[src/rtl/calc_sequencer.sv]
// calc_sequencer: decodes keypad events, accumulates two decimal operands and
// an operator, issues one request at a time to the ALU over a req/done
// handshake, and holds the result or an error flag for the display.
module calc_sequencer #(
    parameter int WIDTH  = 16,
    parameter int DIGITS = 4
) (
    input  logic             clk,
    input  logic             reset,
    input  logic             key_ev,
    input  logic [3:0]       key_row,
    input  logic [3:0]       key_col,
    output logic             alu_req,
    output logic [1:0]       alu_op,
    output logic [WIDTH-1:0] alu_a,
    output logic [WIDTH-1:0] alu_b,
    input  logic             alu_done,
    input  logic [WIDTH-1:0] alu_result,
    input  logic             alu_err,
    output logic [WIDTH-1:0] disp_val,
    output logic             disp_err,
    output logic             busy
);

    localparam int DW = $clog2(DIGITS + 1);

    typedef enum logic [2:0] {
        ENTER_A,
        ENTER_B,
        EXEC,
        SHOW,
        ERROR
    } state_t;

    state_t           state_q, state_d;
    logic [WIDTH-1:0] acc_a_q, acc_a_d;
    logic [WIDTH-1:0] acc_b_q, acc_b_d;
    logic [1:0]       op_q, op_d;
    logic [DW-1:0]    dcnt_q, dcnt_d;
    logic             disp_err_q, disp_err_d;
    logic [WIDTH-1:0] disp_val_q, disp_val_d;

    // Decoded key event
    logic       row_ok, col_ok;
    logic [1:0] row_i, col_i;
    logic       k_digit, k_op, k_eq, k_clr;
    logic [3:0] k_val;
    logic [1:0] k_opc;

    // acc*10 + d, wrapping at WIDTH bits
    function automatic logic [WIDTH-1:0] mac10(input logic [WIDTH-1:0] acc,
                                               input logic [3:0] d);
        mac10 = acc * WIDTH'(10) + {{(WIDTH-4){1'b0}}, d};
    endfunction

    // Row/column one-cold decode and key classification; malformed codes drop the event
    always_comb begin
        row_ok  = 1'b1;
        col_ok  = 1'b1;
        row_i   = 2'd0;
        col_i   = 2'd0;
        k_digit = 1'b0;
        k_op    = 1'b0;
        k_eq    = 1'b0;
        k_clr   = 1'b0;
        k_val   = 4'd0;
        k_opc   = 2'd0;
        case (key_row)
            4'b0111: row_i = 2'd0;
            4'b1011: row_i = 2'd1;
            4'b1101: row_i = 2'd2;
            4'b1110: row_i = 2'd3;
            default: row_ok = 1'b0;
        endcase
        case (key_col)
            4'b0111: col_i = 2'd0;
            4'b1011: col_i = 2'd1;
            4'b1101: col_i = 2'd2;
            4'b1110: col_i = 2'd3;
            default: col_ok = 1'b0;
        endcase
        if (key_ev && row_ok && col_ok) begin
            if (col_i == 2'd3) begin
                // Column 3 holds + - * / in row order, matching the op encoding
                k_op  = 1'b1;
                k_opc = row_i;
            end else if (row_i == 2'd3) begin
                case (col_i)
                    2'd0:    k_clr = 1'b1;
                    2'd1:    k_digit = 1'b1;
                    default: k_eq = 1'b1;
                endcase
            end else begin
                k_digit = 1'b1;
                k_val   = {2'b00, row_i} * 4'd3 + {2'b00, col_i} + 4'd1;
            end
        end
    end

    // Next-state and register updates for the entry/exec/show/error flow
    always_comb begin
        state_d    = state_q;
        acc_a_d    = acc_a_q;
        acc_b_d    = acc_b_q;
        op_d       = op_q;
        dcnt_d     = dcnt_q;
        disp_err_d = disp_err_q;
        if (k_clr && state_q != EXEC) begin
            state_d    = ENTER_A;
            acc_a_d    = '0;
            acc_b_d    = '0;
            op_d       = 2'b00;
            dcnt_d     = '0;
            disp_err_d = 1'b0;
        end else begin
            case (state_q)
                ENTER_A: begin
                    if (k_digit && dcnt_q < DW'(DIGITS)) begin
                        acc_a_d = mac10(acc_a_q, k_val);
                        dcnt_d  = dcnt_q + 1'b1;
                    end else if (k_op) begin
                        op_d    = k_opc;
                        acc_b_d = '0;
                        dcnt_d  = '0;
                        state_d = ENTER_B;
                    end
                end
                ENTER_B: begin
                    if (k_digit && dcnt_q < DW'(DIGITS)) begin
                        acc_b_d = mac10(acc_b_q, k_val);
                        dcnt_d  = dcnt_q + 1'b1;
                    end else if (k_op && dcnt_q == '0) begin
                        op_d = k_opc;
                    end else if (k_eq) begin
                        state_d = EXEC;
                    end
                end
                EXEC: begin
                    // Keys are ignored here; only the ALU completion moves us on
                    if (alu_done) begin
                        if (alu_err) begin
                            disp_err_d = 1'b1;
                            state_d    = ERROR;
                        end else begin
                            acc_a_d = alu_result;
                            state_d = SHOW;
                        end
                    end
                end
                SHOW: begin
                    if (k_digit) begin
                        acc_a_d = {{(WIDTH-4){1'b0}}, k_val};
                        dcnt_d  = DW'(1);
                        state_d = ENTER_A;
                    end else if (k_op) begin
                        op_d    = k_opc;
                        acc_b_d = '0;
                        dcnt_d  = '0;
                        state_d = ENTER_B;
                    end
                end
                default: ;  // ERROR: only C, handled above
            endcase
        end
    end

    // Display value follows the operand being edited; frozen while in ERROR
    always_comb begin
        case (state_d)
            ERROR:   disp_val_d = disp_val_q;
            ENTER_B: disp_val_d = (dcnt_d != '0) ? acc_b_d : acc_a_d;
            default: disp_val_d = acc_a_d;
        endcase
    end

    // State and datapath registers
    always_ff @(posedge clk or negedge reset) begin
        if (!reset) begin
            state_q    <= ENTER_A;
            acc_a_q    <= '0;
            acc_b_q    <= '0;
            op_q       <= 2'b00;
            dcnt_q     <= '0;
            disp_err_q <= 1'b0;
            disp_val_q <= '0;
        end else begin
            state_q    <= state_d;
            acc_a_q    <= acc_a_d;
            acc_b_q    <= acc_b_d;
            op_q       <= op_d;
            dcnt_q     <= dcnt_d;
            disp_err_q <= disp_err_d;
            disp_val_q <= disp_val_d;
        end
    end

    // Request is decoded straight from the state flop so reset drops it at once
    assign alu_req  = (state_q == EXEC);
    assign busy     = (state_q == EXEC);
    assign alu_op   = op_q;
    assign alu_a    = acc_a_q;
    assign alu_b    = acc_b_q;
    assign disp_val = disp_val_q;
    assign disp_err = disp_err_q;

endmodule

[config.mk]
export PLATFORM = sky130hd
export DESIGN_NAME = calc_sequencer
export DESIGN_NICKNAME = d
export VERILOG_FILES = /design/src/rtl/calc_sequencer.sv
export SDC_FILE = /design/constraint.sdc
export NUM_CORES = 1
export LEC_CHECK = 0
export CAP_MARGIN = 40
export CELL_PAD_IN_SITES_DETAIL_PLACEMENT = 0
export CELL_PAD_IN_SITES_GLOBAL_PLACEMENT = 2
export CORE_MARGIN = 3
export CORE_UTILIZATION = 30
export CTS_CLUSTER_SIZE = 14
export DETAILED_ROUTE_END_ITERATION = 7
export PLACE_DENSITY_LB_ADDON = 0.12
export SLEW_MARGIN = 40
export SYNTH_ARGS = -nofsm -noshare
export SYNTH_HDL_FRONTEND = slang
export SYNTH_SLANG_ARGS = --single-unit
[constraint.sdc]
create_clock -name clk -period 2.91 [get_ports clk]
set_input_delay 0.291 -clock clk [delete_from_list [all_inputs] [get_ports clk]]
set_output_delay 0.291 -clock clk [all_outputs]
set_load 0.1 [all_outputs]
# After elaboration in Yosys (flattened, before gate mapping)
# Index checks and enable logic that the tools add are counted.
# classes
addsub	5
multipliers	3
order_cmp	1
eq_ne	21
n_mux	64
n_reduce_logical	18
# op_table
op	count
$mux W16	11
$pmux W16 S3	2
$mux W3	14
$add A16 B4 Y16	2
$mul A16 B3 Y15 const B	2
$pmux W16 S2	1
$eq A4 B4 Y1 const B	6
$mux W1	20
$pmux W2 S3	3
$mux W2	8
$mux W4	3
$ne A3 B3 Y1 const B	4
$pmux W3 S4	1
$pmux W3 S3	1
$eq A4 B3 Y1 const B	2
$reduce_or A4 Y1	2
$eq A3 B1 Y1 const B	2
$eq A3 B2 Y1 const B	2
$logic_not A3 Y1	2
$reduce_bool A2 Y1	3
$logic_and A1 B1 Y1	5
$reduce_and A5 Y1	1
$add A4 B1 Y4 const B	1
$add A4 B2 Y4	1
other kinds (12)	13
# totals
register_bits	57
in_bits	29
output_inout_bits	53
word_cells	119

# Depth between registers and ports, before layout
# Gate-level depths: netlist of run 1.
# depth
ltp_word	15
mapped_depth	19
mapped_depth_nobuf	19

# Worst setup path after synthesis of run 1
# No wires, ideal clock.
# synth_timing
path_type	input-to-reg
startpoint	input port key_col[1]
endpoint	register disp_val_q[15] (netlist: disp_val[15])
setup_time_ps	127
arrival_time_ps	3966
t_required_ps	2783
slack_ps	-1183
cell_stages	19
path_buffers	1
cell_sequence	buf_2 xnor2_1 nor2_1 fa_1 inv_1 fa_1 nor2_1 ha_1 inv_1 fa_1 nor2b_1 o21ai_0 nor3b_1 nand3_1 nor3_1 nand3b_1 xnor2_1 a211oi_1 o31ai_2
# synth_between
elab_chain_cells	15
word_cells_on_any_way	65
classes_between	add/sub (4); eq/ne (8); mux (45); reduce/logical (8)
# synth_lines
element	line_no	text
start: declaration	12	input logic [3:0] key_col,
parallel branches: the longest is 15 deep, another holds $add A16 B4 Y16	-	
end signal: assignment	193	disp_val_q <= disp_val_d;
end: declaration	41	logic [WIDTH-1:0] disp_val_q, disp_val_d;
# Parallel ways; which one is timed is not known.
# A chain may end at the register's enable or synchronous reset.

# Final worst setup path of run 1
# layout_timing
startpoint	input port key_row[2]
endpoint	register disp_val_q[11] (netlist: disp_val[11])
# layout_between
elab_chain_cells	14
word_cells_on_any_way	60
classes_between	add/sub (4); mul (1); eq/ne (7); mux (41); reduce/logical (7)
# layout_lines
element	line_no	text
start: declaration	11	input logic [3:0] key_row,
$eq A4 B4 Y1	68	case (key_row)
$pmux W2 S3	68	
$mul A2 B2 Y4	95	k_val = {2'b00, row_i} * 4'd3 + {2'b00, col_i} + 4'd1;
$add A4 B2 Y4	95	
$add A4 B1 Y4	95	
$mux W4	87	end else if (row_i == 2'd3) begin
$mux W4	83	if (col_i == 2'd3) begin
$mux W4	82	if (key_ev && row_ok && col_ok) begin
$add A16 B4 Y16	53	mac10 = acc * WIDTH'(10) + {{(WIDTH-4){1'b0}}, d};
$mux W16	129	if (k_digit && dcnt_q < DW'(DIGITS)) begin
$pmux W16 S3	116	case (state_q)
$mux W16 (*)	108	if (k_clr && state_q != EXEC) begin
named net acc_b_d[11]	37	logic [WIDTH-1:0] acc_b_q, acc_b_d;
$mux W16 (*)	171	ENTER_B: disp_val_d = (dcnt_d != '0) ? acc_b_d : acc_a_d;
$pmux W16 S2 (*)	169	case (state_d)
# Mark *: on every way through the listed nets, which the timed path passes. The rest lies on a longest branch.

==> results.yml, run 1 <==
cts:
  cts_sinks: 57
  worstSkewPairLatency_ns: 0.33
  cts_buffer_depth: 2
  cts_inserted_buffers: 9
  cts_tree: "yes"
  htree_levels: 3
  clock-root-buffer: "clkbuf_16"
  path_clk_slew_ns: 0.05
setup_path:
  required_ns: 3.12
  crit_type: "primary input to flip-flop"
  cp_num_buf_inv: 4
  crit_family: "adder cells"
  slowest_stage: "fa_1"
  worst-path-max-fanout: 3
  r2r_setup_slack_ns: -0.53
  crit_chain: "buf_8 -> xor2_1 -> and3_4 -> fa_1 -> inv_2 -> fa_2 -> nor2_4 -> buf_6 -> ha_4 -> inv_2 -> fa_2 -> nor2b_2 -> o21ai_2 -> nor2_2 -> and4_4 -> nor2b_4 -> xnor2_2 -> a32o_2 -> and2_4 -> a221o_1"
  crit_arrival_ns: 4.03
  start_kind: "primary input"
  slowest_delay_ns: 0.53
  end_kind: "flip-flop"
final_layout:
  fin_nets: 959
  fillers: 1587
  syn2layout_area_growth_pct: 66.2
  final_common_cell: "buf_4"
  utilization_pct: 51.5
  antennaDiodeCount: 0
  layout_common_cells: "buf_4, nor2_1, ha_1"
  drive_gt1_share_pct: 47.4
floorplan:
  ios: 82
  die_x_um: 138
  core_um2: 16800
  fp.dieH_um: 138
  placementRows: 47
  fp.dieArea_um2: 19000
  start_util_pct: 31.0
route:
  firstDrtPassIters: 8
  drtAntennaViolNets: 0
  wl_mm: 18.6
  viasPerCell: 5.08
  drc: 0
  route.vias.total: 5540
  dr.first_iter.drc_count: 245
  wl_per_cell_um: 17.0
global_routing:
  grt_pass1_wl_mm: 28.4
  grt_overflow_total: 0
  grt_max_degree: 49
  track_usage_pct: 19.2
  grt_pass1_vias: 5615
  antenna_found_initial: 0
placed_design:
  portBuffers: 81
  place_hpwl_mm: 14.4
  gp_congestion: 0.886
sta:
  finalHoldViolCount: 0
  skew_ns: 0.00576
  worst_pin_slew_ns: 0.685
  maxSlewViolCount: 0
  fmax_mhz: 262
  relSlewSlack_pct: 54.0
  fin_crit_sh_pct: 131
  rsz0062_at_grt: "true"
  setup_viol: 41
  finalSetupTns_ns: -19.46
  finalWorstSetupSlack_ns: -0.906
  finalCriticalPeriod_ns: 3.82
run_status:
  violations: "setup timing"
  outcome: "finished, violations left"
run:
  drv_cap: 0
power_and_ir_drop:
  p_per_area_nw_per_um2: 991
  ir_drop_uv: 668
  leakage_nw: 4.25
logic_synthesis:
  synthFlopType: "dfrtp_1"
  synthArstFlopShare_pct: 100
  yosys_register_bits: 57
  yosysSeqAreaShare_pct: 27.3
  avgSynthCellArea_um2: 8.89
  syn_inst: 587
  synth_edf_count: 0
  syn-num-nets: 680
  yosysUniqueCellTypes: 78
  ys_warn_count: 0
  syn-cell-area_um2: 5220
hold_path:
  hold_class: "primary input to async pin"
[state kept, by name, summed over array words and instances (netlist names)]
signal    flops
alu_b        16
state_q       3
dcnt_q        3
alu_op        2
alu_a        16
disp_err      1
disp_val     16
[final cells by class]
cell class	count	area [µm²]	area share, %
clock buffers	12	256	2.96
well taps	220	275	3.18
multi-input cells	480	4170	48.1
inverters	28	105	1.21
repair buffers	290	2380	27.5
flip-flops and latches	57	1440	16.6
clock inverters	3	40.0	0.462
[routing by layer]
layer / part of all wire (%) / track usage, % / up-vias / wire, µm
met3: 4.7 / 3.41 / 16 / 866
met4: 0.91 / 4.01 / 0 / 169
met1: 42 / 23.3 / 2657 / 7880
li1: - / - / 2743 / -
met5: 0 / 0 / - / 0
met2: 52 / 35.3 / 124 / 9640
[Yosys cell counts, types with 5 or more instances]
master | instances | area [µm²]
o211ai_1 | 6 | 45.0
o21ai_1 | 11 | 55.1
a22o_1 | 5 | 43.8
xnor2_1 | 34 | 298
o21ai_0 | 20 | 100
nor2_1 | 68 | 255
and3_1 | 5 | 31.3
a21oi_1 | 29 | 145
nand3_1 | 15 | 75.1
nand2b_1 | 9 | 56.3
nor3_1 | 9 | 45.0
a221oi_1 | 5 | 43.8
nor2b_1 | 10 | 62.6
xor2_1 | 13 | 114
a22oi_1 | 15 | 113
a222oi_1 | 9 | 90.1
nand2_1 | 45 | 169
buf_2 | 9 | 45.0
a21o_1 | 8 | 60.1
inv_1 | 28 | 105
ha_1 | 58 | 726
clkbuf_1 | 7 | 26.3
fa_1 | 6 | 120
dfrtp_1 | 57 | 1430
nor3b_1 | 5 | 37.5
[cell families after synthesis]
kind of cell,after synthesis,share of synthesized area (%)
adder cells (fa/ha/maj),64,16.2
multiplexers,4,0.768
AND/OR/NAND/NOR,202,19.6
XOR/XNOR,48,8.32
flip-flops,57,27.3
buffers and inverters,50,4.34
AO/OA/AOI/OAI,162,23.4
[path summary, 6_finish.rpt]
kind | startpoint | to | cells past startpoint
max | key_row[2] | disp_val[11] | 20
min in group clk | disp_val[15] | disp_val[15] | 2
min reg2reg | disp_val[15] | disp_val[15] | 2
max in group asynchronous | reset | alu_a[1] | 3
max reg2reg | alu_b[3] | disp_val[13] | 14
min | reset | alu_op[0] | 2
[power by group]
group	switching (mW)	internal (mW)
combinational	3.80	2.45
clock	0.362	0.700
sequential	0.226	1.05
total	4.39	4.20
[timing repair]
action,in CTS,in global routing
hold buffers,1,0
setup endpoints to repair,48,46
pin swaps,72,66
setup buffers,22,20
resized for setup,89,70
endpoints found under the hold margin,9,0
cloned,0,1
[metrics by stage]
step	hold WS (ns)	cells	power, mW	cell area, µm²	worst slack, ns
3_5_place_dp	0.197	1043	7.04	7540	-1.68
6_report	0.379	1090	8.59	8670	-0.906
2_1_floorplan	-0.00459	587	4.94	5320	-0.909
5_1_grt	0.380	1090	9.09	8670	-1.11
3_3_place_gp	0.191	1043	7.01	7540	-1.59
4_1_cts	0.374	1077	8.43	8250	-0.874
No activity file was read; power rests on OpenSTA's default activity.
==> run 2: changes to the inputs <==
--- a/config.mk
+++ b/config.mk
@@ -8,7 +8,7 @@
 export CAP_MARGIN = 40
 export CELL_PAD_IN_SITES_DETAIL_PLACEMENT = 0
 export CELL_PAD_IN_SITES_GLOBAL_PLACEMENT = 2
-export CORE_MARGIN = 3
+export CORE_MARGIN = 2
 export CORE_UTILIZATION = 30
 export CTS_CLUSTER_SIZE = 14
 export DETAILED_ROUTE_END_ITERATION = 7
==> results.yml, run 2 (synthesis results as in run 1) <==
setup_path:
  slowest_stage: "fa_1"
  r2r-end: "disp_val[13]"
  r2r_start: "alu_a[3]"
  timing.critical_path.from: "key_row[2]"
  r2r_setup_slack_ns: -0.54
  start_kind: "primary input"
  worst-path-max-fanout: 2
  crit_chain: "buf_8 -> xor2_2 -> and3_4 -> fa_1 -> inv_2 -> fa_2 -> nor2_4 -> ha_4 -> inv_2 -> fa_2 -> nor2b_2 -> o21ai_2 -> nor2_2 -> and4_4 -> nor2b_4 -> xnor2_1 -> a32o_2 -> and2_1 -> a221o_1"
  crit_type: "primary input to flip-flop"
  crit_arrival_ns: 3.92
  required_ns: 3.13
  slowest_delay_ns: 0.58
  end_kind: "flip-flop"
  r2r_cells: 15
power_and_ir_drop:
  power_mw: 8.60
  leakage_nw: 4.10
  p_per_area_nw_per_um2: 1020
  ir_drop_uv: 820
sta:
  maxSlewViolCount: 0
  finalWorstSetupSlack_ns: -0.792
  finalCriticalPeriod_ns: 3.70
  worst_pin_slew_ns: 0.797
  setup_viol: 39
  finalSetupTns_ns: -17.47
  rsz0062_at_grt: "true"
  fmax_mhz: 270
  relSlewSlack_pct: 45.5
  finalHoldViolCount: 0
  skew_ns: 0.00518
  fin_crit_sh_pct: 127
floorplan:
  ios: 82
  fp.dieArea_um2: 18500
  die_x_um: 136
  fp.dieH_um: 136
  core_um2: 17200
  start_util_pct: 30.4
  placementRows: 48
run_status:
  violations: "setup timing"
  outcome: "finished, violations left"
global_routing:
  grt_max_degree: 58
  grt_pass1_vias: 5743
  antenna_found_initial: 0
  grt_overflow_total: 0
  grt_pass1_wl_mm: 28.9
  track_usage_pct: 20.2
cts:
  cts_sinks: 57
  cts_hold_buf: 0
  htree_levels: 3
  cts_buffer_depth: 2
  cts_inserted_buffers: 9
  path_clk_slew_ns: 0.06
  clock-root-buffer: "clkbuf_16"
  cts_tree: "yes"
  worstSkewPairLatency_ns: 0.34
final_layout:
  antennaDiodeCount: 0
  drive_gt1_share_pct: 45.5
  fin_nets: 954
  final_common_cell: "buf_4"
  utilization_pct: 49.0
  fillers: 1683
  layout_common_cells: "buf_4, nor2_1, ha_1"
  syn2layout_area_growth_pct: 61.4
  instances_no_fill: 1091
route:
  routed-wl-met3_um: 602
  dr.first_iter.drc_count: 258
  viasPerCell: 5.07
  drc: 0
  drtAntennaViolNets: 0
  firstDrtPassIters: 5
  wl_per_cell_um: 16.7
  top_layer: "met4"
  wl_mm: 18.2
  wl_met2_mm: 9.44
  met1Wirelength_mm: 7.80
  route.vias.total: 5527
placed_design:
  place_hpwl_mm: 14.3
  portBuffers: 81
  place_ws_ns: -1.70
  gp_congestion: 0.859
  dp.cells: 1057
run:
  drv_cap: 0
hold_path:
  hold_class: "primary input to async pin"
==> run 2: cell count changes in the layout (fill, tap and decap cells not counted), sizes merged <==
cell           before  now
clkbuf             14   10
clkdlybuf4s15       2    1
clkinvlp            0    2
dlygate4sd3         1    0
bufinv              1    3
buf               266  263
dlygate4sd2         0    1
==> run 2: how the worst max path moves through the flow <==
stage | endpoint | slack (ns)
after CTS | disp_val[9] | -0.85
after global placement | disp_val[15] | -1.63
after global routing | disp_val[9] | -0.97
after floorplan | disp_val[11] | -0.91
final | disp_val[11] | -0.79
after detailed placement | disp_val[15] | -1.70
==> run 2: timing repair <==
item                       in CTS  in global routing
pin swaps                      67                 52
gates resized for setup        76                 39
buffers inserted               15                 10
gates cloned                    0                  0
setup endpoints to repair      48                 45
==> run 2: cell type report <==
cell class | count | area (µm²) | area share [%]
Clock inverter | 7 | 119 | 1.41
Clock buffer | 9 | 225 | 2.68
Timing Repair Buffer | 285 | 2260 | 26.8
Sequential cell | 57 | 1440 | 17.0
Inverter | 28 | 105 | 1.25
Tap cell | 225 | 282 | 3.34
Multi-Input combinational cell | 480 | 3990 | 47.4
==> run 2: routing by layer <==
| layer | GRT usage [%] | vias up |
|---|---|---|
| met3 | 3.13 | 22 |
| met4 | 6.31 | 0 |
| met5 | 0 | - |
| met2 | 37.1 | 112 |
| li1 | - | 2717 |
| met1 | 24.0 | 2676 |
==> run 2: power by group <==
group,switching [mW],total (mW),leakage [nW],internal (mW)
Clock,0.402,1.24,0.162,0.835
Sequential,0.232,1.28,0.752,1.05
Combinational,3.69,6.08,3.19,2.38
==> run 2: worst max-delay path, delay by kind of cell <==
family	cells	cell delay, ns
AO/OA/AOI/OAI	3	0.55
buffers and inverters	3	0.18
AND/OR/NAND/NOR	7	1.13
XOR/XNOR	2	0.23
adder cells (fa/ha/maj)	4	1.52
==> run 2: per-stage QoR <==
| step | instance area [µm²] | hold slack, ns |
|---|---|---|
| floorplan | 5320 | -0.00459 |
| global placement | 7570 | 0.476 |
| detailed placement | 7570 | 0.481 |
| CTS | 8210 | 0.154 |
| global route | 8420 | 0.0819 |
| finish | 8420 | 0.0157 |
==> run 3: changes to the inputs <==
--- a/config.mk
+++ b/config.mk
@@ -10,6 +10,7 @@
 export CELL_PAD_IN_SITES_GLOBAL_PLACEMENT = 2
 export CORE_MARGIN = 2
 export CORE_UTILIZATION = 30
+export CTS_CLUSTER_DIAMETER = 60
 export CTS_CLUSTER_SIZE = 14
 export DETAILED_ROUTE_END_ITERATION = 7
 export PLACE_DENSITY_LB_ADDON = 0.12
==> results of run 3 <==
Final layout, timing and power as in run 2 (identical DEF).
==> edit, RTL diff (settings of run 1) <==
`WIDTH`: 16 -> 20.
--- a/src/rtl/calc_sequencer.sv
+++ b/src/rtl/calc_sequencer.sv
@@ -2,7 +2,7 @@
 // an operator, issues one request at a time to the ALU over a req/done
 // handshake, and holds the result or an error flag for the display.
 module calc_sequencer #(
-    parameter int WIDTH  = 16,
+    parameter int WIDTH  = 20,
     parameter int DIGITS = 4
 ) (
     input  logic             clk,
Interface: changed (resized alu_a, alu_b, alu_result and disp_val); port bits go from 82 to 98. No check against the original RTL was run, so the function may have changed too.
==> edit against run 1 <==
  * The run still ends with negative setup slack left
  * Setup slack worse by 0.35 ns
  * Area after synthesis up 30%
  * Total power up 17%
  * Routed wire length up 36%
  * Design area up 27%
  * Global-route usage up 1.2 points
  * Sequential cell count up 12
  * First-iteration DRC count up 66%
==> edit: results (changes against run 1) <==
Outcome -> finished with violations (unchanged)
Violated checks -> negative setup slack (unchanged)
Vias in the first global route -> 7602 (was 5615)
Place WS -> -2.167 ns (was -1.682 ns)
Post-route setup TNS -> -38.05 ns (was -19.46 ns)
Power Density -> 909.0 nW/µm² (was 991.5 nW/µm²)
Crit Path Max Fanout -> 3 (unchanged)
Routed wl met2 -> 12.67 mm (was 9.637 mm)
Worst VDD drop -> 0.8540 mV (was 0.6675 mV)
Critical Path Source -> key_row[0] (was key_row[2])
Synth Area in XOR/XNOR -> 8.353% (was 8.323%)
Final setup margin -> -1.256 ns (was -0.9062 ns)
Final setup viols -> 52 (was 41)
Hold Crit Class -> input port to flop (was input port to async pin)
Post-CTS Setup Inserts -> 25 (was 22)
Leak Pwr -> 5.338 nW (was 4.249 nW)
Post-synthesis sequential area ratio -> 25.45% (was 27.34%)
Synth cell types -> 92 (was 78)
Worst reg-to-reg setup slack -> -1.09 ns (was -0.53 ns)
Initial antenna violation count -> 0 (unchanged)
Net Count, Synth -> 897 (was 680)
Placed insts -> 1382 (was 1043)
Cells after synthesis -> 784 (was 587)
Placed Area -> 9852 µm² (was 7536 µm²)
Logic power comb -> 7.33 mW (was 6.25 mW)
Drt total wl -> 25.24 mm (was 18.55 mm)
# nets final -> 1258 (was 959)
H-tree levels -> 3 (unchanged)
First-pass GRT wire length -> 39.70 mm (was 28.42 mm)
Warnings from Yosys -> 0 (unchanged)
Internal -> 4.853 mW (was 4.205 mW)
Post-Synth Adder-Cell Area -> 15.42% (was 16.21%)
Setup crit end -> disp_val[19] (was disp_val[11])
Met3 Wirelength -> 797 µm (was 866 µm)
Top cells by count, synth -> nand2_1 (75), ha_1 (74), nor2_1 (71) (was nor2_1 (68), ha_1 (58), dfrtp_1 (57))
Final core utilization -> 50.14% (was 51.53%)
DR pass1 iterations -> 5 (was 8)
Total CTS buffers -> 9 (unchanged)
Mux cell area share after synthesis -> 2.453% (was 0.7676%)
Post-synthesis async set-or-reset flop share -> 100.0% (unchanged)
Synth Area in Compound Gates -> 23.79% (was 23.36%)
Layout cells sized above 1 -> 46.00% (was 47.36%)
Synth area leaders -> dfrtp_1 (25%), ha_1 (14%), xnor2_1 (4.6%) (was dfrtp_1 (27%), ha_1 (14%), xnor2_1 (5.7%))
Largest net degree at the start of global routing -> 70 (was 49)
Reg2reg path depth -> 16 (was 14)
GRT Util Overall -> 20.41% (was 19.17%)
WP data arrival -> 4.39 ns (was 4.03 ns)
Average wire per standard cell -> 17.65 µm (was 17.02 µm)
Drt initial violations -> 407 (was 245)
PortBufs -> 97 (was 81)
Worst-margin pin slew -> 0.6995 ns (was 0.6848 ns)
Via count -> 7400 (was 5540)
GPL Wtd Cong -> 0.9039 (was 0.8855)
Cts repair resizes -> 101 (was 89)
HPWL after DPL -> 20.45 mm (was 14.36 mm)
WL met1 -> 11.23 mm (was 7.881 mm)
Sequential share of power -> 14.4% (was 14.9%)
Clk_skew -> 0.007757 ns (was 0.005757 ns)
Fillcell total -> 2106 (was 1587)
FF-to-FF Start -> alu_a[3] (was alu_b[3])
[edit: changes by cell type in the layout (fill, tap and decap cells not counted), sizes merged, moves of 6 or more]
cell / before / now
inv: 28 / 35
nand4: 2 / 9
xor2: 13 / 25
nor4: 2 / 8
o21ai: 31 / 55
mux2i: 4 / 14
dfrtp: 57 / 69
buf: 266 / 355
nand3: 16 / 30
a211oi: 4 / 10
ha: 58 / 74
nand2: 45 / 76
nor3: 9 / 22
a21o: 8 / 16
[edit: worst min path at each step]
stage	startpoint	endpoint	slack, ns	depth (start not counted)
4_1_cts	key_row[1]	alu_op[0]	0.28	3
2_1_floorplan	reset	alu_a[0]	-0.005	0
3_5_place_dp	reset	alu_a[14]	0.37	1
3_3_place_gp	disp_val[7]	disp_val[7]	0.47	2
5_1_grt	key_row[1]	alu_op[0]	0.35	3
6_report	key_row[1]	alu_op[0]	0.32	3
[edit: final cells by class]
cell class | instances | area share [%]
Multi-Input combinational cell | 648 | 49.12
Timing Repair Buffer | 382 | 27.64
Sequential cell | 69 | 15.83
Tap cell | 280 | 3.172
Clock buffer | 10 | 2.164
Inverter | 35 | 1.224
Clock inverter | 6 | 0.8497
[edit: worst max-delay path: stages]
cell,delay (ns)
buf_8,0.09
xor2_1,0.15
nand3_1,0.13
inv_2,0.09
fa_1,0.43
inv_1,0.09
fa_2,0.45
nor2_4,0.12
buf_6,0.12
ha_4,0.13
inv_2,0.03
fa_2,0.35
nor2b_2,0.13
o21ai_2,0.07
nor3_2,0.25
nand3_2,0.14
nor2_4,0.16
nand3_2,0.09
or4b_4,0.50
xnor2_2,0.16
a2111oi_2,0.33
nor3_2,0.08
[edit: metal layers]
metal  up-vias  global-route usage, %
met5         -                      0
met4         0                  4.919
met3        37                  2.931
met2       145                  36.01
met1      3585                  26.31
li1       3633                      -
